===== config.mk =====
export PLATFORM = sky130hd
export DESIGN_NAME = rcpu_seq_ctrl
export DESIGN_NICKNAME = d
export VERILOG_FILES = /design/src/rtl/rcpu_pkg.sv /design/src/rtl/rcpu_dec.sv /design/src/rtl/rcpu_seq_ctrl.sv
export SDC_FILE = /design/constraint.sdc
export NUM_CORES = 1
export LEC_CHECK = 0
export CAP_MARGIN = 20
export CORE_ASPECT_RATIO = 1.4
export CORE_MARGIN = 5
export CORE_UTILIZATION = 49
export DETAILED_ROUTE_END_ITERATION = 16
export GPL_TIMING_DRIVEN = 0
export PLACE_DENSITY = 0.95
export SYNTH_ARGS = -nofsm -noshare
export SYNTH_HDL_FRONTEND = slang
export SYNTH_SLANG_ARGS = --single-unit
export TNS_END_PERCENT = 5

===== constraint.sdc =====
create_clock -name clk -period 4.1 [get_ports clk]
set_input_delay 1.025 -clock clk [delete_from_list [all_inputs] [get_ports clk]]
set_output_delay 1.025 -clock clk [all_outputs]
set_load 0.01 [all_outputs]

===== src/rtl/rcpu_pkg.sv =====
// rcpu_pkg: shared state encoding, ALU op codes and R-type func codes
// for the multi-cycle sequencing controller.
package rcpu_pkg;

    typedef enum logic [2:0] {
        S_IDLE,
        S_FETCH,
        S_WAIT,
        S_DECODE,
        S_EXEC,
        S_WB,
        S_HALT,
        S_TRAP
    } state_t;

    localparam logic [2:0] ALU_AND = 3'd0;
    localparam logic [2:0] ALU_OR  = 3'd1;
    localparam logic [2:0] ALU_XOR = 3'd2;
    localparam logic [2:0] ALU_NOR = 3'd3;
    localparam logic [2:0] ALU_ADD = 3'd4;
    localparam logic [2:0] ALU_SUB = 3'd5;
    localparam logic [2:0] ALU_SLT = 3'd6;
    localparam logic [2:0] ALU_SLL = 3'd7;

    localparam logic [5:0] FN_ADD  = 6'b100000;
    localparam logic [5:0] FN_SUB  = 6'b100010;
    localparam logic [5:0] FN_AND  = 6'b100100;
    localparam logic [5:0] FN_OR   = 6'b100101;
    localparam logic [5:0] FN_XOR  = 6'b100110;
    localparam logic [5:0] FN_NOR  = 6'b100111;
    localparam logic [5:0] FN_SLT  = 6'b101010;
    localparam logic [5:0] FN_SLLV = 6'b000100;

    localparam logic [31:0] HALT_WORD = 32'hFFFF_FFFF;

endpackage


===== src/rtl/rcpu_dec.sv =====
// rcpu_dec: combinational func-field decoder producing the ALU op,
// a legality flag and whether the op reports signed overflow.
module rcpu_dec
    import rcpu_pkg::*;
(
    input  logic [5:0] func_i,
    output logic [2:0] alu_op_o,
    output logic       legal_o,
    output logic       is_addsub_o
);

    always_comb begin
        alu_op_o = ALU_AND;
        legal_o  = 1'b1;
        case (func_i)
            FN_ADD:  alu_op_o = ALU_ADD;
            FN_SUB:  alu_op_o = ALU_SUB;
            FN_AND:  alu_op_o = ALU_AND;
            FN_OR:   alu_op_o = ALU_OR;
            FN_XOR:  alu_op_o = ALU_XOR;
            FN_NOR:  alu_op_o = ALU_NOR;
            FN_SLT:  alu_op_o = ALU_SLT;
            FN_SLLV: alu_op_o = ALU_SLL;
            default: legal_o  = 1'b0;
        endcase
    end

    assign is_addsub_o = (func_i == FN_ADD) || (func_i == FN_SUB);

endmodule


===== src/rtl/rcpu_seq_ctrl.sv =====
// rcpu_seq_ctrl: multi-cycle fetch/wait/decode/execute/write-back sequencer
// owning the PC, IR, register-file write strobe and ALU flag register.
module rcpu_seq_ctrl
    import rcpu_pkg::*;
#(
    parameter int ROM_AW = 6,
    parameter int CNT_W  = 16
) (
    input  logic              clk,
    input  logic              rst,
    input  logic              step,
    input  logic              run,
    input  logic [31:0]       inst,
    input  logic              alu_zf,
    input  logic              alu_of,
    output logic              rom_en,
    output logic [ROM_AW-1:0] rom_addr,
    output logic [31:0]       pc,
    output logic [4:0]        rs,
    output logic [4:0]        rt,
    output logic [4:0]        rd,
    output logic [2:0]        alu_op,
    output logic              reg_we,
    output logic              fr_zf,
    output logic              fr_of,
    output logic              retire,
    output logic              busy,
    output logic              halted,
    output logic              trap,
    output logic [CNT_W-1:0]  icount
);

    state_t           state_q;
    logic [31:0]      pc_q;
    logic [31:0]      ir_q;
    logic [2:0]       alu_op_q;
    logic             is_addsub_q;
    logic             rom_en_q;
    logic             reg_we_q;
    logic             retire_q;
    logic             fr_zf_q;
    logic             fr_of_q;
    logic [CNT_W-1:0] icount_q;
    logic [2:0]       dec_op;
    logic             dec_legal;
    logic             dec_addsub;
    logic             inst_ok;

    rcpu_dec u_dec (
        .func_i     (inst[5:0]),
        .alu_op_o   (dec_op),
        .legal_o    (dec_legal),
        .is_addsub_o(dec_addsub)
    );

    assign inst_ok = (inst[31:26] == 6'd0) && dec_legal;

    // Strobes are registered and set on entry to their state so they line up with it.
    always_ff @(posedge clk or posedge rst) begin
        if (rst) begin
            state_q     <= S_IDLE;
            pc_q        <= '0;
            ir_q        <= '0;
            alu_op_q    <= '0;
            is_addsub_q <= 1'b0;
            rom_en_q    <= 1'b0;
            reg_we_q    <= 1'b0;
            retire_q    <= 1'b0;
            fr_zf_q     <= 1'b0;
            fr_of_q     <= 1'b0;
            icount_q    <= '0;
        end else begin
            rom_en_q <= 1'b0;
            reg_we_q <= 1'b0;
            retire_q <= 1'b0;
            case (state_q)
                S_IDLE: if (step || run) begin
                    state_q  <= S_FETCH;
                    rom_en_q <= 1'b1;
                end
                S_FETCH: state_q <= S_WAIT;
                S_WAIT:  state_q <= S_DECODE;
                S_DECODE: begin
                    ir_q <= inst;
                    if (inst == HALT_WORD) begin
                        state_q <= S_HALT;
                    end else if (!inst_ok) begin
                        state_q <= S_TRAP;
                    end else begin
                        pc_q        <= pc_q + 32'd4;
                        alu_op_q    <= dec_op;
                        is_addsub_q <= dec_addsub;
                        state_q     <= S_EXEC;
                    end
                end
                S_EXEC: begin
                    state_q  <= S_WB;
                    reg_we_q <= ir_q[15:11] != 5'd0;
                    retire_q <= 1'b1;
                end
                S_WB: begin
                    fr_zf_q  <= alu_zf;
                    fr_of_q  <= is_addsub_q && alu_of;
                    icount_q <= icount_q + CNT_W'(1);
                    state_q  <= run ? S_FETCH : S_IDLE;
                    rom_en_q <= run;
                end
                S_HALT:  state_q <= S_HALT;
                S_TRAP:  state_q <= S_TRAP;
                default: state_q <= S_IDLE;
            endcase
        end
    end

    assign rom_en   = rom_en_q;
    assign rom_addr = pc_q[ROM_AW+1:2];
    assign pc       = pc_q;
    assign rs       = ir_q[25:21];
    assign rt       = ir_q[20:16];
    assign rd       = ir_q[15:11];
    assign alu_op   = alu_op_q;
    assign reg_we   = reg_we_q;
    assign fr_zf    = fr_zf_q;
    assign fr_of    = fr_of_q;
    assign retire   = retire_q;
    assign icount   = icount_q;
    assign busy     = !(state_q inside {S_IDLE, S_HALT, S_TRAP});
    assign halted   = state_q == S_HALT;
    assign trap     = state_q == S_TRAP;

endmodule


==> results of run 1 <==
[power groups by stage]
stage / combinational (mW) / sequential (mW) / clock [mW]
floorplan: 0.0987 / 0.886 / 0
global placement: 0.349 / 0.851 / 0
detailed placement: 0.367 / 0.860 / 0
CTS: 0.368 / 0.846 / 0.547
global route: 0.391 / 0.858 / 0.588
finish: 0.363 / 0.846 / 0.534
[cells in the final DEF (no fill, tap or decap), types with 2 or more instances in the layout]
cell and instances:
o21ai_0 6, nor2_1 16, ha_1 2, nand3_2 4, buf_4 9, clkdlybuf4s50_1 114, dfrtp_1 73, and2_1 3
nand4_2 7, nand4_1 15, clkbuf_8 9, buf_2 2, mux2_2 5, clkinv_2 3, nand2_1 66, nor3_1 7
a21oi_1 4, xnor2_1 32, a31oi_1 2, clkinvlp_4 2, nor4_2 2, and4_1 3, nor4_1 5, clkbuf_1 6
buf_6 2, nand3_1 16, xor2_1 12, inv_1 3, and3_1 13, conb_1 2, or2b_1 2
[state kept, by name (all words and copies together), names as in the netlist, 2 cells and up, named ones only]
| name | count |
|---|---|
| state_q | 2 |
| icount | 16 |
| pc | 30 |
| ir_q | 15 |
| alu_op | 3 |
[logic make-up after synthesis]
family                   synth area share (%)
AO/OA/AOI/OAI                            3.57
XOR/XNOR                                 10.9
adder cells (fa/ha/maj)                 0.707
buffers and inverters                    4.56
flip-flops                               51.6
multiplexers                             1.87
other                                   0.106
AND/OR/NAND/NOR                          26.7
[metal layers]
metal	share of wire [%]	track usage (%)
met5	0	0
met4	1.8	6.98
met3	5.7	5.54
met2	54	35.2
met1	39	24.3
[layout make-up]
| cell class | instances | share of cell area (%) |
|---|---|---|
| buffer | 20 | 2.86 |
| multi-input combinational | 241 | 31.2 |
| inverter | 5 | 0.426 |
| sequential | 73 | 36.6 |
| tap | 95 | 2.38 |
| clock buffer | 9 | 2.48 |
| clock inverter | 6 | 1.20 |
| timing repair buffer | 114 | 22.9 |
[through the flow]
| step | area, sq um | total power, mW | utilization [%] |
|---|---|---|---|
| floorplan | 3540 | 0.985 | - |
| global placement | 4800 | 1.20 | 68.4 |
| detailed placement | 4810 | 1.23 | 68.4 |
| CTS | 4990 | 1.76 | 71.0 |
| global route | 4990 | 1.84 | 71.0 |
| finish | 4990 | 1.74 | 71.0 |
[path summary, 6_finish.rpt]
path                            slack (ps)  cells after the start        from       end
min in group asynchronous             1230                      2         rst    pc[29]
worst min register to register         470                      2    ir_q[20]  ir_q[20]
worst max register to register        2000                      9    register     pc[9]
worst min-delay path                   470                      2    ir_q[20]  ir_q[20]
max in group asynchronous             2300                      2         rst  ir_q[22]
worst max-delay path                  1160                      4  state_q[1]    halted
[worst max-delay path: stages (launching register included)]
cell             delay [ps]
dfrtp_1                 430
clkbuf_1                330
nand2_1                 100
nor2_1                  130
clkdlybuf4s50_1         570
==> results.md, run 1 <==
* Status: finished, final reports clean
* Worst Hold Class: register to register
* Combinational fraction of design power at 20.8%
* Critical path fanouts, max at 10
* Multi-input gate area at about 0.0016 sq mm
* IO buf count at 114
* Clock root buffer: clkbuf_8
* Ys flop type: dfrtp_1
* Routed Wire Length at 8770 um
* DR pass1 iterations at 4
* Commonest cells in the netlist: 73 x dfrtp_1, 66 x nand2_1, 32 x xnor2_1
* Number of CTS-inserted buffers at 9
* Max Cap Viol at 0
* # hold bufs at CTS at 0
* WHS at ~470 ps
* Synthesized flop and latch total at 73
* Post-DP HPWL at 6690 um
* Post-placement cell count at around 550
* Static Leak at 2.25 nW
* Seq/Total Area, Yosys at 51.6%
* Setup TNS at 0 ps
* Mapped Cells at 338
* Worst Tran Pin Value at ~870 ps
* Most instantiated library cell after synthesis: dfrtp_1
* # rows at 36
* Number of antenna violations at the first check in global routing at 0
* Avg WL per Cell at about 16 um
* Worst-Skew Late Latency at ~340 ps
* CP Class: register to primary output
* Required time worst endpoint at 3070 ps
* Cts repair resizes at 0
* Register Area at about 0.0018 sq mm
* CTS Sinks at 73
* Netlist Area Pre-Place at 0.00354 sq mm
* Max clock buf depth at 2
* Sw Pwr at 0.473 mW
* Syn-to-layout area delta at 41.0%
* Worst clock skew at 5.70 ps
* DR DRC count at 0
* FILL cells at 528
* Rel. slew slack at between 40% and 50%
* Peak supply drop at roughly 0.24 mV
* Crit start category: register
* Worst Setup End Kind: primary output
* Synthesized area per cell at 10.5 sq um
* Number of flops mapped to enable cells by yosys at 0
* H-tree levels at 3
* Slew Limit Fails at 0
* Synth area leaders: dfrtp_1 52%, xnor2_1 7.9%, nand2_1 7.0%
* TritonCTS clock tree: built
* Yosys cell types at 46
* DP Worst Slack at 847 ps
* Number of setup violations in the final report at 0
* Die area at 0.00905 sq mm
* Initial core utilization at 50.4%
* Routability cong. at 0.825
* Post-CTS Setup Inserts at 0
* Via count at 2920
* Flop pwr share at about 49%
* Die Y at 111 um
* Final hold vios at 0
* Share of the synthesized area in the top cell type at 51.6%
* ANT nets after route at 0
* Die width at 81.8 um
* First-pass GRT wire length at ~15000 um
* Grt ovf at 0
* Clock-pin slew on the worst setup and hold paths at 70 ps
* Synth area leader: dfrtp_1
* Ratio of cells with drive above 1 in the final layout at 11.5%
* Drt via density at a little over 5
* Core Footprint at 0.00703 sq mm
* Int Pwr at 1.27 mW
* Vias in the first global route at 3125
* GRT Overall Usage at 20.6%
* Worst setup margin at 1160 ps
* DR iter-0 viols at between 50 and 60
* Post-Layout Cell Count at 563
* Tmin final at 2940 ps
* Synth warnings at 0
* Unrepaired setup endpoints after global routing: no
* Pwr/cell area at 349 mW/mm^2
* Largest net degree at the start of global routing at 74
* Antenna Cells at 0
* FMAX at between 300 and 400 MHz
* Async SR Flop Fraction at 100%
* Critical path data arrival time at 1910 ps
* Crit share post-route at a little under three quarters
* Nets@finish at 504
* I/O pins at 118
* Sw Ratio at 27.1%
* Clock share of power at 30.6%
(Power assumes the default switching activity.)
==> run 2: changes to the inputs <==
CORE_UTILIZATION = 41   (was 49)
PLACE_DENSITY = 0.86   (was 0.95)
clock period = 2.4 ns   (was 4.1 ns; I/O delays follow)
==> run 2 against run 1 <==
  * Worst hold slack lost 2.0 ps
  * Combinational power grew 68%
  * Register-to-register slack lost 1600 ps
  * First-iteration DRC count grew 41%
  * Clock power grew to 2.6 times the previous value
  * Clock skew grew 1.9 ps
  * Non-clock buffer count shrank 1
  * Critical path type unchanged
  * Critical endpoint is now busy
==> results.md, run 2 (synthesized netlist as in run 1, its figures left out) <==
* I/O pins at 118 (unchanged)
* Clock root buffer: clkbuf_16
* Grt ovf at 0 (unchanged)
* ANT nets after route at 0 (unchanged)
* DR pass1 iterations at 4 (unchanged)
* Largest net degree at the start of global routing at 39 (-47%)
* # rows at 40 (+11%)
* Routed Wire Length at 8760 um (about the same)
* Static Leak at 2.38 nW (+5.6%)
* Final core utilization at 61.0% (-10 points)
* Peak supply drop at 0.495 mV (+110%)
* Critical path cell sequence: nor3_1 -> a21oi_1 -> clkdlybuf4s50_1
* Initial core utilization at 41.6% (-8.8 points)
* Ratio of cells with drive above 1 in the final layout at 12.2% (+0.67 points)
* Worst Tran Pin Value at 813 ps (-56.9 ps)
* Core Footprint at 0.00851 sq mm (+21%)
* DR DRC count at 0 (unchanged)
* Die area at 0.0106 sq mm (+17%)
* Crit share post-route at 95.1%
* Combinational fraction of design power at 17.7% (-3.1 points)
* Die width at 88.5 um (+8.2%)
* Final hold vios at 0 (unchanged)
* DR iter-0 viols at 76 (+41%)
* Syn-to-layout area delta at 46.6%
* CTS Sinks at 73 (unchanged)
* R2R depth at 7 (-2)
* Status: finished, final reports clean
* H-tree levels at 3 (unchanged)
* CP Class: register to primary output
* Tmin final at 2280 ps
* Metal3 WL at 560 um (+13%)
* TritonCTS clock tree: built
* Sw Ratio at 23.7% (-3.5 points)
* Number of CTS-inserted buffers at 9 (unchanged)
* Crit start category: register
* WHS Path Cells at 2 (unchanged)
* R2R Setup Slk at 440 ps (-1560 ps)
* Routability cong. at 0.815 (-1.2%)
* Critical path fanouts, max at 15 (+5)
* Clock share of power at 40.5% (+9.9 points)
* Nets@finish at 503 (-0.20%)
* CP max stage cell: clkdlybuf4s50_1
* Slew Limit Fails at 0 (unchanged)
* FMAX at 438 MHz
* Worst Hold Class: register to register
* Post-placement cell count at 559 (+2.0%)
* Die Y at 120 um (+8.5%)
* Vias in the first global route at 2990 (-4.3%)
* First-pass GRT wire length at 14000 um (-5.1%)
* Unrepaired setup endpoints after global routing: no
* Critical path buffers and inverters at 1 (-1)
* R2r endpoint: pc[17]
* Max layer used: met4
* Hold path start: ir_q[20]
* Slowest stage delay, CP at 580 ps (about the same)
* CP top delay family: buffers and inverters
* Antenna Cells at 0 (unchanged)
* Sw Pwr at 0.818 mW (+73%)
* Rel. slew slack at 45.7% (+3.7 points)
* Number of antenna violations at the first check in global routing at 0 (unchanged)
* GRT Overall Usage at 16.8% (-3.9 points)
* Power, Total at 3.46 mW (+98%)
* Met1 Wirelength at 3430 um (+0.65%)
* Required time worst endpoint at 1800 ps (-1270 ps)
* Hold EP: ir_q[20]
* IO buf count at 114 (unchanged)
* FF-to-FF Start: state_q[0]
* # hold bufs at CTS at 0 (unchanged)
* Worst clock skew at 7.61 ps (+1.91 ps)
* FILL cells at 715 (+35%)
* Worst Setup End Kind: primary output
* Commonest non-fill, non-tap cells in the layout: 110 x clkdlybuf4s50_1, 72 x dfrtp_1, 66 x nand2_1
* Met2 WL at 4670 um (-0.85%)
* Post-Layout Cell Count at 572 (+1.6%)
* Flop pwr share at 41.8% (-6.8 points)
* Pwr/cell area at 666 mW/mm^2 (+91%)
* Avg WL per Cell at 15.3 um (-1.7%)
* Post-DP HPWL at 6550 um (-2.0%)
* Max clock buf depth at 2 (unchanged)
* Via count at 2952 (+1.1%)
* Clock-pin slew on the worst setup and hold paths at 50 ps (-20 ps)
* Setup TNS at 0 ps (unchanged)
* Drt via density at 5.16 (-0.49%)
* Max reg flops at 30 (unchanged)
* Critical path data arrival time at 1680 ps (-230 ps)
* Int Pwr at 2.64 mW (+110%)
* Worst-Skew Late Latency at 330 ps (about the same)
* Most common cell after layout, fill and taps aside: clkdlybuf4s50_1
* Number of setup violations in the final report at 0 (unchanged)
* Max Cap Viol at 0 (unchanged)
[run 2: final cells by class]
cell class	count	area [sq um]	area share (%)
Sequential cell	73	1830	35.2
Timing Repair Buffer	115	1170	22.6
Clock inverter	3	65.1	1.25
Buffer	18	135	2.60
Multi-Input combinational cell	241	1590	30.6
Tap cell	105	131	2.53
Clock buffer	12	246	4.75
Inverter	5	22.5	0.434
[run 2: what timing repair did]
item                       in CTS  in global routing
setup endpoints to repair       3                 33
setup buffers                   0                  0
gates resized for setup         0                 10
[run 2: through the flow]
step / setup slack, ps / hold WS (ps) / instance area (sq um)
finish: 118 / 473 / 5190
global route: 12.3 / 489 / 5190
CTS: 27.5 / 477 / 5140
detailed placement: -318 / 465 / 4840
global placement: -304 / 459 / 4820
floorplan: 403 / 480 / 3550
[run 2: worst max path at each step]
stage          cells after the start  startpoint  slack [ps]        end
5_1_grt                            3  state_q[0]          10       busy
6_report                           3  state_q[0]         120       busy
2_1_floorplan                      8    inst[27]         400     pc[29]
4_1_cts                            9    inst[15]          30  alu_op[0]
3_3_place_gp                       9     inst[3]        -300  alu_op[0]
3_5_place_dp                       9     inst[2]        -320     pc[17]
[run 2: power by group through the flow]
stage / clock [mW] / combinational, mW / sequential, mW
final: 1.40 / 0.611 / 1.44
after global routing: 1.48 / 0.665 / 1.46
after CTS: 1.44 / 0.621 / 1.45
after detailed placement: 0 / 0.620 / 1.47
after global placement: 0 / 0.602 / 1.46
after floorplan: 0 / 0.169 / 1.51
[run 2: worst min-delay path, stage by stage, from the launching register on]
cell	delay, ps
dfrtp_1	340
nand2_1	50
nand2_1	60
[run 2: routing by layer]
layer	track usage, %	vias to the layer above
li1	-	1400
met1	19.3	1444
met2	29.5	98
met3	4.12	10
met4	5.86	0
met5	0	-
